File: config.mk
export PLATFORM = sky130hd
export DESIGN_NAME = ofdm_cp_inserter
export DESIGN_NICKNAME = d
export VERILOG_FILES = /design/src/rtl/ofdm_pkg.sv /design/src/rtl/ofdm_pingpong_ram.sv /design/src/rtl/ofdm_cp_inserter.sv
export SDC_FILE = /design/constraint.sdc
export NUM_CORES = 2
export LEC_CHECK = 0
export ABC_CLOCK_PERIOD_IN_PS = 11500
export CORE_UTILIZATION = 55
export CTS_BUF_LIST = sky130_fd_sc_hd__clkbuf_16
export DETAILED_ROUTE_END_ITERATION = 10
export PLACE_DENSITY = 0.71
export RECOVER_POWER = 100
export SLEW_MARGIN = 0
export SYNTH_ARGS = -nofsm -noshare
export SYNTH_HDL_FRONTEND = slang
export SYNTH_HIERARCHICAL = 1
export SYNTH_SLANG_ARGS = --single-unit
export TNS_END_PERCENT = 50
File: constraint.sdc
create_clock -name clk -period 11.5 [get_ports clk]
set_input_delay 1.15 -clock clk [delete_from_list [all_inputs] [get_ports clk]]
set_output_delay 1.15 -clock clk [all_outputs]
set_load 0.005 [all_outputs]
File: src/rtl/ofdm_pkg.sv
// ofdm_pkg
//   Shared types and constants for the OFDM cyclic-prefix inserter.
//   - DATA_W_DEF : default width of one real/imaginary component.
//   - sample_t   : one complex time-domain sample (real, imag).
//   - wr_state_t : write-side framing FSM states (HUNT, FILL).
//   - rd_state_t : read-side emission FSM states (IDLE, CP, BODY[, SUFFIX]).
//   Optional feature macro: OFDM_CP_SUFFIX_EN adds the SUFFIX read state.
package ofdm_pkg;

    localparam int DATA_W_DEF = 14;

    typedef struct packed {
        logic signed [DATA_W_DEF-1:0] re;
        logic signed [DATA_W_DEF-1:0] im;
    } sample_t;

    typedef enum logic {
        W_HUNT,
        W_FILL
    } wr_state_t;

    typedef enum logic [1:0] {
        R_IDLE,
        R_CP,
        R_BODY
`ifdef OFDM_CP_SUFFIX_EN
        , R_SUFFIX
`endif
    } rd_state_t;

endpackage

File: src/rtl/ofdm_pingpong_ram.sv
// ofdm_pingpong_ram
//   Two-bank simple dual-port RAM holding one OFDM symbol per bank.
//   The bank select is the address MSB; the read port is registered.
//   Ports:
//     clk      in  system clock
//     wr_en    in  write strobe
//     wr_addr  in  {bank, index} write address
//     wr_data  in  {real, imag} sample to store
//     rd_en    in  read strobe; rd_data holds its value while low
//     rd_addr  in  {bank, index} read address
//     rd_data  out registered read data (one cycle after rd_en)
module ofdm_pingpong_ram
    import ofdm_pkg::*;
#(
    parameter int WIDTH = 2 * DATA_W_DEF,
    parameter int NFFT  = 64,
    localparam int AW   = $clog2(2 * NFFT)
) (
    input  logic             clk,
    input  logic             wr_en,
    input  logic [AW-1:0]    wr_addr,
    input  logic [WIDTH-1:0] wr_data,
    input  logic             rd_en,
    input  logic [AW-1:0]    rd_addr,
    output logic [WIDTH-1:0] rd_data
);

    logic [WIDTH-1:0] mem [2*NFFT];

    always_ff @(posedge clk) begin
        if (wr_en) begin
            mem[wr_addr] <= wr_data;
        end
    end

    // Holding rd_data while rd_en is low lets the top freeze its pipeline
    // on downstream back-pressure without re-issuing the read.
    always_ff @(posedge clk) begin
        if (rd_en) begin
            rd_data <= mem[rd_addr];
        end
    end

endmodule

File: src/rtl/ofdm_cp_inserter.sv
// ofdm_cp_inserter
//   Cyclic-prefix inserter: buffers NFFT-sample symbols into a ping-pong RAM
//   and emits the last L samples followed by the whole symbol (L = cp_len
//   latched at sop, clamped to MAX_CP).
//   Ports:
//     clk, reset_n                 clock, asynchronous active-low reset
//     in_valid/in_ready/in_sop     input stream handshake and symbol start
//     in_real, in_imag, cp_len     input sample and per-symbol CP length
//     out_valid/out_ready          output stream handshake
//     out_sop, out_eop             first/last sample of an extended symbol
//     out_real, out_imag           output sample (bit-exact copy)
//     frame_err                    one-cycle pulse on sop received mid-symbol
//   Optional feature macro: OFDM_CP_SUFFIX_EN appends a cyclic suffix of
//   floor(L/2) samples (indices 0..L/2-1) after the body.
module ofdm_cp_inserter
    import ofdm_pkg::*;
#(
    parameter int DATA_W = DATA_W_DEF,
    parameter int NFFT   = 64,
    parameter int MAX_CP = 16,
    parameter int CP_W   = $clog2(MAX_CP + 1)
) (
    input  logic              clk,
    input  logic              reset_n,
    input  logic              in_valid,
    output logic              in_ready,
    input  logic              in_sop,
    input  logic [DATA_W-1:0] in_real,
    input  logic [DATA_W-1:0] in_imag,
    input  logic [CP_W-1:0]   cp_len,
    output logic              out_valid,
    input  logic              out_ready,
    output logic              out_sop,
    output logic              out_eop,
    output logic [DATA_W-1:0] out_real,
    output logic [DATA_W-1:0] out_imag,
    output logic              frame_err
);

    localparam int AW    = $clog2(NFFT);
    localparam int WIDTH = 2 * DATA_W;

    wr_state_t         wr_state, wr_state_nxt;
    logic [AW-1:0]     wr_idx, wr_idx_nxt, ram_wr_idx;
    logic              wr_bank, wr_bank_nxt;
    logic              ready_en, accept, ram_wr_en, latch_cp, fill_done, ferr_nxt;
    logic [CP_W-1:0]   cp_clamped;
    logic [CP_W-1:0]   cp_lat [2];
`ifdef OFDM_CP_SUFFIX_EN
    logic [CP_W-2:0]   ls_lat [2];
`endif
    logic [1:0]        full;
    logic              free_bank;

    rd_state_t         rd_state, rd_state_nxt, eff_state;
    logic [AW-1:0]     rd_ptr, rd_ptr_nxt, eff_idx;
    logic              rd_bank, rd_bank_nxt;
    logic              issue, iss_sop, iss_eop, adv;
    logic              s1_valid, s1_sop, s1_eop;
    logic [WIDTH-1:0]  ram_rd_data;

    // ready_en delays in_ready by one cycle after reset release.
    assign in_ready   = ready_en && !full[wr_bank];
    assign accept     = in_valid && in_ready;
    assign cp_clamped = (cp_len > CP_W'(MAX_CP)) ? CP_W'(MAX_CP) : cp_len;
    // The whole read pipeline freezes while the output register is stalled.
    assign adv        = !out_valid || out_ready;

    // A sop always restarts the current bank at index 0, whatever the state.
    always_comb begin
        wr_state_nxt = wr_state;
        wr_idx_nxt   = wr_idx;
        wr_bank_nxt  = wr_bank;
        ram_wr_en    = 1'b0;
        ram_wr_idx   = wr_idx;
        latch_cp     = 1'b0;
        fill_done    = 1'b0;
        ferr_nxt     = 1'b0;
        if (accept) begin
            if (in_sop) begin
                ram_wr_en    = 1'b1;
                ram_wr_idx   = '0;
                latch_cp     = 1'b1;
                wr_idx_nxt   = AW'(1);
                wr_state_nxt = W_FILL;
                ferr_nxt     = (wr_state == W_FILL);
            end else if (wr_state == W_FILL) begin
                ram_wr_en = 1'b1;
                if (wr_idx == AW'(NFFT - 1)) begin
                    fill_done    = 1'b1;
                    wr_bank_nxt  = ~wr_bank;
                    wr_idx_nxt   = '0;
                    wr_state_nxt = W_HUNT;
                end else begin
                    wr_idx_nxt = wr_idx + AW'(1);
                end
            end
        end
    end

    always_ff @(posedge clk or negedge reset_n) begin
        if (!reset_n) begin
            wr_state  <= W_HUNT;
            wr_idx    <= '0;
            wr_bank   <= 1'b0;
            ready_en  <= 1'b0;
            frame_err <= 1'b0;
        end else begin
            wr_state  <= wr_state_nxt;
            wr_idx    <= wr_idx_nxt;
            wr_bank   <= wr_bank_nxt;
            ready_en  <= 1'b1;
            frame_err <= ferr_nxt;
        end
    end

    // Banks are freed in fill order when their eop leaves the output, so
    // a single toggling pointer tracks which one to release.
    always_ff @(posedge clk or negedge reset_n) begin
        if (!reset_n) begin
            full      <= '0;
            free_bank <= 1'b0;
            cp_lat[0] <= '0;
            cp_lat[1] <= '0;
`ifdef OFDM_CP_SUFFIX_EN
            ls_lat[0] <= '0;
            ls_lat[1] <= '0;
`endif
        end else begin
            if (fill_done) begin
                full[wr_bank] <= 1'b1;
            end
            if (out_valid && out_ready && out_eop) begin
                full[free_bank] <= 1'b0;
                free_bank       <= ~free_bank;
            end
            if (latch_cp) begin
                cp_lat[wr_bank] <= cp_clamped;
`ifdef OFDM_CP_SUFFIX_EN
                ls_lat[wr_bank] <= cp_clamped[CP_W-1:1];
`endif
            end
        end
    end

    // IDLE with a full bank is treated as the first CP/BODY cycle, so the
    // first read issues in the same cycle the bank is seen full and a new
    // symbol follows the previous eop without a bubble.
    always_comb begin
        eff_state    = rd_state;
        eff_idx      = rd_ptr;
        rd_state_nxt = rd_state;
        rd_ptr_nxt   = rd_ptr;
        rd_bank_nxt  = rd_bank;
        issue        = 1'b0;
        iss_sop      = 1'b0;
        iss_eop      = 1'b0;
        if (rd_state == R_IDLE && full[rd_bank]) begin
            iss_sop = 1'b1;
            if (cp_lat[rd_bank] != '0) begin
                eff_state = R_CP;
                eff_idx   = AW'(NFFT - int'(cp_lat[rd_bank]));
            end else begin
                eff_state = R_BODY;
                eff_idx   = '0;
            end
        end
        case (eff_state)
            R_CP: begin
                issue = 1'b1;
                if (eff_idx == AW'(NFFT - 1)) begin
                    rd_state_nxt = R_BODY;
                    rd_ptr_nxt   = '0;
                end else begin
                    rd_state_nxt = R_CP;
                    rd_ptr_nxt   = eff_idx + AW'(1);
                end
            end
            R_BODY: begin
                issue = 1'b1;
                if (eff_idx == AW'(NFFT - 1)) begin
`ifdef OFDM_CP_SUFFIX_EN
                    if (ls_lat[rd_bank] != '0) begin
                        rd_state_nxt = R_SUFFIX;
                        rd_ptr_nxt   = '0;
                    end else begin
                        iss_eop = 1'b1;
                    end
`else
                    iss_eop = 1'b1;
`endif
                end else begin
                    rd_state_nxt = R_BODY;
                    rd_ptr_nxt   = eff_idx + AW'(1);
                end
            end
`ifdef OFDM_CP_SUFFIX_EN
            R_SUFFIX: begin
                issue = 1'b1;
                if (int'(eff_idx) == int'(ls_lat[rd_bank]) - 1) begin
                    iss_eop = 1'b1;
                end else begin
                    rd_state_nxt = R_SUFFIX;
                    rd_ptr_nxt   = eff_idx + AW'(1);
                end
            end
`endif
            default: ;
        endcase
        if (iss_eop) begin
            rd_state_nxt = R_IDLE;
            rd_ptr_nxt   = '0;
            rd_bank_nxt  = ~rd_bank;
        end
    end

    always_ff @(posedge clk or negedge reset_n) begin
        if (!reset_n) begin
            rd_state <= R_IDLE;
            rd_ptr   <= '0;
            rd_bank  <= 1'b0;
        end else if (adv) begin
            rd_state <= rd_state_nxt;
            rd_ptr   <= rd_ptr_nxt;
            rd_bank  <= rd_bank_nxt;
        end
    end

    // Stage 1 tracks the RAM read register; stage 2 is the output register.
    always_ff @(posedge clk or negedge reset_n) begin
        if (!reset_n) begin
            s1_valid  <= 1'b0;
            s1_sop    <= 1'b0;
            s1_eop    <= 1'b0;
            out_valid <= 1'b0;
            out_sop   <= 1'b0;
            out_eop   <= 1'b0;
            out_real  <= '0;
            out_imag  <= '0;
        end else if (adv) begin
            s1_valid  <= issue;
            s1_sop    <= iss_sop;
            s1_eop    <= iss_eop;
            out_valid <= s1_valid;
            out_sop   <= s1_sop;
            out_eop   <= s1_eop;
            out_real  <= ram_rd_data[WIDTH-1:DATA_W];
            out_imag  <= ram_rd_data[DATA_W-1:0];
        end
    end

    ofdm_pingpong_ram #(
        .WIDTH (WIDTH),
        .NFFT  (NFFT)
    ) u_ram (
        .clk     (clk),
        .wr_en   (ram_wr_en),
        .wr_addr ({wr_bank, ram_wr_idx}),
        .wr_data ({in_real, in_imag}),
        .rd_en   (adv),
        .rd_addr ({rd_bank, eff_idx}),
        .rd_data (ram_rd_data)
    );

endmodule

# == Word level (Yosys, flattened, before mapping) ==
# Memories as Yosys holds them, arrays and structs flattened. A register that Yosys moved wholly into a read port is not among the register bits.
# Cells that the tools add are included.
# classes
addsub,3
magnitude_cmp,9
n_eq_ne,5
muxes,54
n_bitwise,9
reduce_logical,20
# op_table
operator,n
$mux 6,10
$mux 1,26
$mux 5,5
$mux 2,7
$add 6x1->6 const B,2
$eq 6x6->1 const B,2
$pmux 6 s2,1
$bwmux 10,1
$logic_and 1x1->1,8
$lt 1x2->1 const B,3
$sub 1x5->6 const A,1
$demux 5 s1,1
$gt 5x5->1 const B,1
$reduce_bool 5->1,1
$ge 2x2->1 const B,2
$not 1->1,4
$not 1->2,2
$pmux 2 s2,1
$reduce_and 2->1,2
$reduce_and 4->1,1
$ne 3x3->1 const B,1
$reduce_and 3->1,1
$reduce_bool 3->1,1
$and 2x2->2,1
12 further kinds,15
# totals
register_bits,66
ramBits,3584
in_bits,38
output_inout_bits,33
wordCells,121
n_memories,1
# mem_list
memory,depth,width,read_ports,rd_ports_with_merged_regs,write_ports,line,source
u_ram.mem,128,28,1,1,1,ofdm_pingpong_ram.sv:28,logic [WIDTH-1:0] mem [2*NFFT];

# == Logic depth before layout (Yosys ltp) ==
# depth
ltp_word,12
depth_mapped,16
ltp_nobuf,15

# == Cells and area by module ==
# Netlist, hierarchy kept.
# modules_own_cells
mod,n_inst,cells_each,area_each_um2,seq_area_each_um2
ofdm_pingpong_ram,1,5264,137107.7,108464.0
ofdm_cp_inserter,1,323,3175.5,1651.6

# == Worst setup path after synthesis ==
# OpenSTA, ideal clock, no wires.
# synth_timing
path_type,register -> register
startpoint,register rd_bank
endpoint,"register u_ram.rd_data[0], read port of u_ram.mem, data pin"
setup_time_ns,0.260
arrival_time_ns,4.408
t_required_ns,11.240
setup_slack_ns,6.832
path_stages_with_launch,16
path_cell_list,dfrtp_1 buf_6 mux2i_1 ha_1 and3_1 ha_1 nor4_2 nor2_1 inv_1 clkbuf_1 buf_2 buf_1 mux4_2 mux4_2 mux4_2 mux2_2
# synth_via
elab_chain_cells,7
word_cells_on_any_way,11
classes_between,add/sub: 1; mux: 7; bitwise: 1; reduce/logical: 2
# synth_rtl
item,line,source
start: declaration,ofdm_cp_inserter.sv:57,"logic rd_bank, rd_bank_nxt;"
start signal: assignment,ofdm_cp_inserter.sv:225,rd_bank <= rd_bank_nxt;
$not 1->2 (not written as such),"ofdm_cp_inserter.sv:160, ofdm_cp_inserter.sv:162",
$mux 5 (not written as such) (3 in a row),"ofdm_cp_inserter.sv:160, ofdm_cp_inserter.sv:162",
$sub 1x5->6 or $reduce_bool 5->1 (tied branches),"ofdm_cp_inserter.sv:162, ofdm_cp_inserter.sv:160",
$mux 6,ofdm_cp_inserter.sv:160,if (cp_lat[rd_bank] != '0) begin
$mux 6 (*),ofdm_cp_inserter.sv:158,if (rd_state == R_IDLE && full[rd_bank]) begin
net eff_idx[0],ofdm_cp_inserter.sv:56,"logic [AW-1:0] rd_ptr, rd_ptr_nxt, eff_idx;"
end: declaration,ofdm_pingpong_ram.sv:25,output logic [WIDTH-1:0] rd_data
# The timed path passes the listed nets; every way through them passes the cells marked *. The select of a mux whose other input is x is not followed.
# A chain may end at the register's enable or synchronous reset.

# == Worst setup path after layout ==
# Same ends and word-level chain as after synthesis.

==> impl_metrics.yaml <==
place:
  placed_cells: 8933
  gp_congestion: 0.853
  dp_hpwl_um: 182000
  io_buffers: 70
  dp_slack_ps: 5300
power:
  peakVddDrop_v: 0.000220
  finalPower_mw: 34.4
  power.leakage_nw: 47.8
  power.density_nw_per_um2: 219
yosys:
  synth_top_area_share_pct: 77.3
  synth_area_leaders: "edfxtp_1, mux4_2, dfrtp_1"
  syn_area_per_cell_um2: 25.1
  syn_inst: 5587
  synthSimpleGateAreaFrac_pct: 1.03
  synthXorXnorAreaFrac_pct: 0.0437
  syn_area_um2: 140000
  ys_types: 58
  synth_common_cells: "edfxtp_1, mux4_2, clkbuf_1"
  ys.flop_type: "edfxtp_1"
  yosysWarnings: 6
  synth_top_family_by_area: "multiplexers"
  muxShareOfSynthArea_pct: 19.3
  yosysMostFrequentCell: "edfxtp_1"
  yosysSeqAreaShare_pct: 78.5
  async_flop_share_pct: 1.79
  syn_nets: 5632
  yosysTopAreaCell: "edfxtp_1"
  synth_compound_gate_area_share_pct: 0.212
  synth_edf_count: 3612
  synth_seq_cells: 3678
  synthAdderAreaFrac_pct: 0.0624
setup_path:
  r2r-end: "u_ram/rd_data[0]$_DFFE_PP_"
  r2r_slack_ps: 3220
  path_cells: "mux2i_1, ha_1, and3_1, ha_1, nor4_2, nor2_1, inv_8, clkbuf_2, mux4_2, mux4_2, mux4_2, mux2_2"
  slowest_stage: "clkbuf_2"
  cp_max_fo: 93
  cp_top_family: "buffers and inverters"
  crit_path_start_kind: "register"
  path_buf_inv: 2
  critPathKind: "reg2reg"
  worst-r2r-cell-count: 12
  cp.required_ps: 12210
  cpMostUsedCell: "mux4_2"
  cp-end-kind: "register"
  r2r_start: "rd_bank$_DFFE_PN0P_"
  crit_arrival_ps: 9000
  crit_path_max_incr_delay_ps: 2690
timing:
  grt_setup_unrepaired: "false"
  fin_crit_sh_pct: 72.0
  finalMaxSlewViolations: 7651
  layout_setup_ws_ps: 3220
  setup_viol: 0
  max_freq_mhz: 121
  finalSetupTns_ps: 0
  slew_headroom_pct: -271
  fin_crit_ps: 8280
  tightestPinTransition_ps: 5560
  fin_skew_ps: 62.5
  hold_viol: 0
clocking:
  cts_root_buffer: "clkbuf_16"
  clk_pin_slew_worst_paths_ps: 60
  clock_path_buffers: 4
  htreeDepth: 5
  clk_latency_ps: 1000
  cts_tree: "done"
  ctsHoldBuffers: 0
  clock-sinks: 3678
  cts_made_buffers: 366
  cts_setup_buffers: 0
  cts_resized: 0
grt:
  overflow: 0
  grt_max_degree: 130
  grt_pass1_wl_um: 490000
  grt_antenna_before_repair: 42
  grt_pass1_vias: 65000
  grt_use_total_pct: 27.5
final_layout:
  drive_gt1_share_pct: 29.8
  layout.nets: 5980
  fin_cells: 9587
  areaGrowthSynthToFinish_pct: 11.9
route:
  routed_via_density: 6.74
  post_drt_wl_per_cell_um: 36.4
  ant_nets: 0
  drc_errors: 0
  wirelength_um: 349000
  dr.first_iter.drc_count: 9563
  drtPass1Iterations: 5
  vias: 64600
floorplanning:
  start_util_pct: 55.2
  die_width_um: 507
  core_area_um2: 254000
  fp-row-count: 185
  io_pins: 71
  die_height_um: 507
  dieArea_um2: 257000
worst_hold_path:
  hp-class: "in2async"
run_status:
  violations: "capacitance limit, slew limit"
  status: "complete, but fails checks"
job:
  maxCapViolations: 195
## where the power goes
part / total (mW) / switching (mW) / leakage (nW) / internal [mW]
Sequential: 15.1 / 0.152 / 33.3 / 15.0
Combinational: 8.06 / 4.49 / 8.64 / 3.57
Clock: 11.2 / 4.81 / 5.83 / 6.43
## cell families (layout without fill, tap and decap cells)
kind of cell	count (synthesis)	after routing
other	1	20
adder cells (fa/ha/maj)	7	7
buffers and inverters	300	915
multiplexers	1225	1225
AND/OR/NAND/NOR	332	332
flip-flops	3678	3678
XOR/XNOR	7	7
AO/OA/AOI/OAI	37	37
## area by class of cell
cell class,count,area (um2)
Multi-Input combinational cell,1609,29800
Fill cell,16500,97000
Sequential cell,3678,110000
Antenna cell,19,47.5
Tap cell,3366,4210
Clock buffer,376,9410
Inverter,13,73.8
Timing Repair Buffer,267,1530
Clock inverter,259,1750
## metrics by stage
| step | instance area, um2 | hold WS (ps) | util [%] |
|---|---|---|---|
| final | 157000 | 369 | 61.8 |
| after CTS | 158000 | 2.64 | 62.1 |
| after global placement | 147000 | 456 | 57.7 |
| after global routing | 157000 | 440 | 61.8 |
| after floorplan | 140000 | 422 | - |
| after detailed placement | 147000 | 455 | 57.7 |
## routing by layer
layer / up-vias / share of wire (%) / track usage (%)
li1: 24900 / - / -
met1: 35000 / 37 / 39.6
met2: 4068 / 47 / 42.3
met3: 539 / 12 / 5.81
met4: 20 / 3.7 / 10.0
met5: - / 0.036 / 0
## state kept, by name, indices dropped and copies added, names as in the netlist, 6 cells and up
name           flops
cp_lat            10
out_imag          14
out_real          14
rd_ptr             6
u_ram/mem       3584
u_ram/rd_data     28
wr_idx             6
## worst max-delay path by stage
stage	start	end	slack, ps	depth (start not counted)
final	rd_bank$_DFFE_PN0P_	u_ram/rd_data[0]$_DFFE_PP_	3220	12
after global placement	rd_bank$_DFFE_PN0P_	u_ram/rd_data[5]$_DFFE_PP_	5200	13
after CTS	rd_bank$_DFFE_PN0P_	u_ram/rd_data[5]$_DFFE_PP_	5250	13
after floorplan	rd_bank$_DFFE_PN0P_	u_ram/rd_data[0]$_DFFE_PP_	6830	15
after detailed placement	rd_bank$_DFFE_PN0P_	u_ram/rd_data[5]$_DFFE_PP_	5300	13
after global routing	rd_bank$_DFFE_PN0P_	u_ram/rd_data[6]$_DFFE_PP_	2500	12
## layout by cell type, fill, tap and decap left out, types with 9 or more instances in the layout
cell / netlist / final
dfrtp_1: 66 / 65
clkinv_2: 0 / 53
edfxtp_1: 3612 / 3612
nand2_1: 124 / 124
nor2_1: 131 / 22
o21ai_0: 6 / 9
buf_12: 0 / 12
inv_1: 11 / 101
nor2_4: 0 / 108
dlygate4sd3_1: 0 / 34
bufinv_16: 0 / 25
clkbuf_1: 168 / 192
nor2b_1: 13 / 13
buf_4: 0 / 21
diode_2: 0 / 19
nor3_1: 11 / 9
mux4_2: 1176 / 1176
nand3_1: 19 / 16
clkinv_1: 0 / 79
mux2_2: 41 / 40
clkbuf_16: 0 / 376
Note: power is estimated with default switching activity, not from simulation.
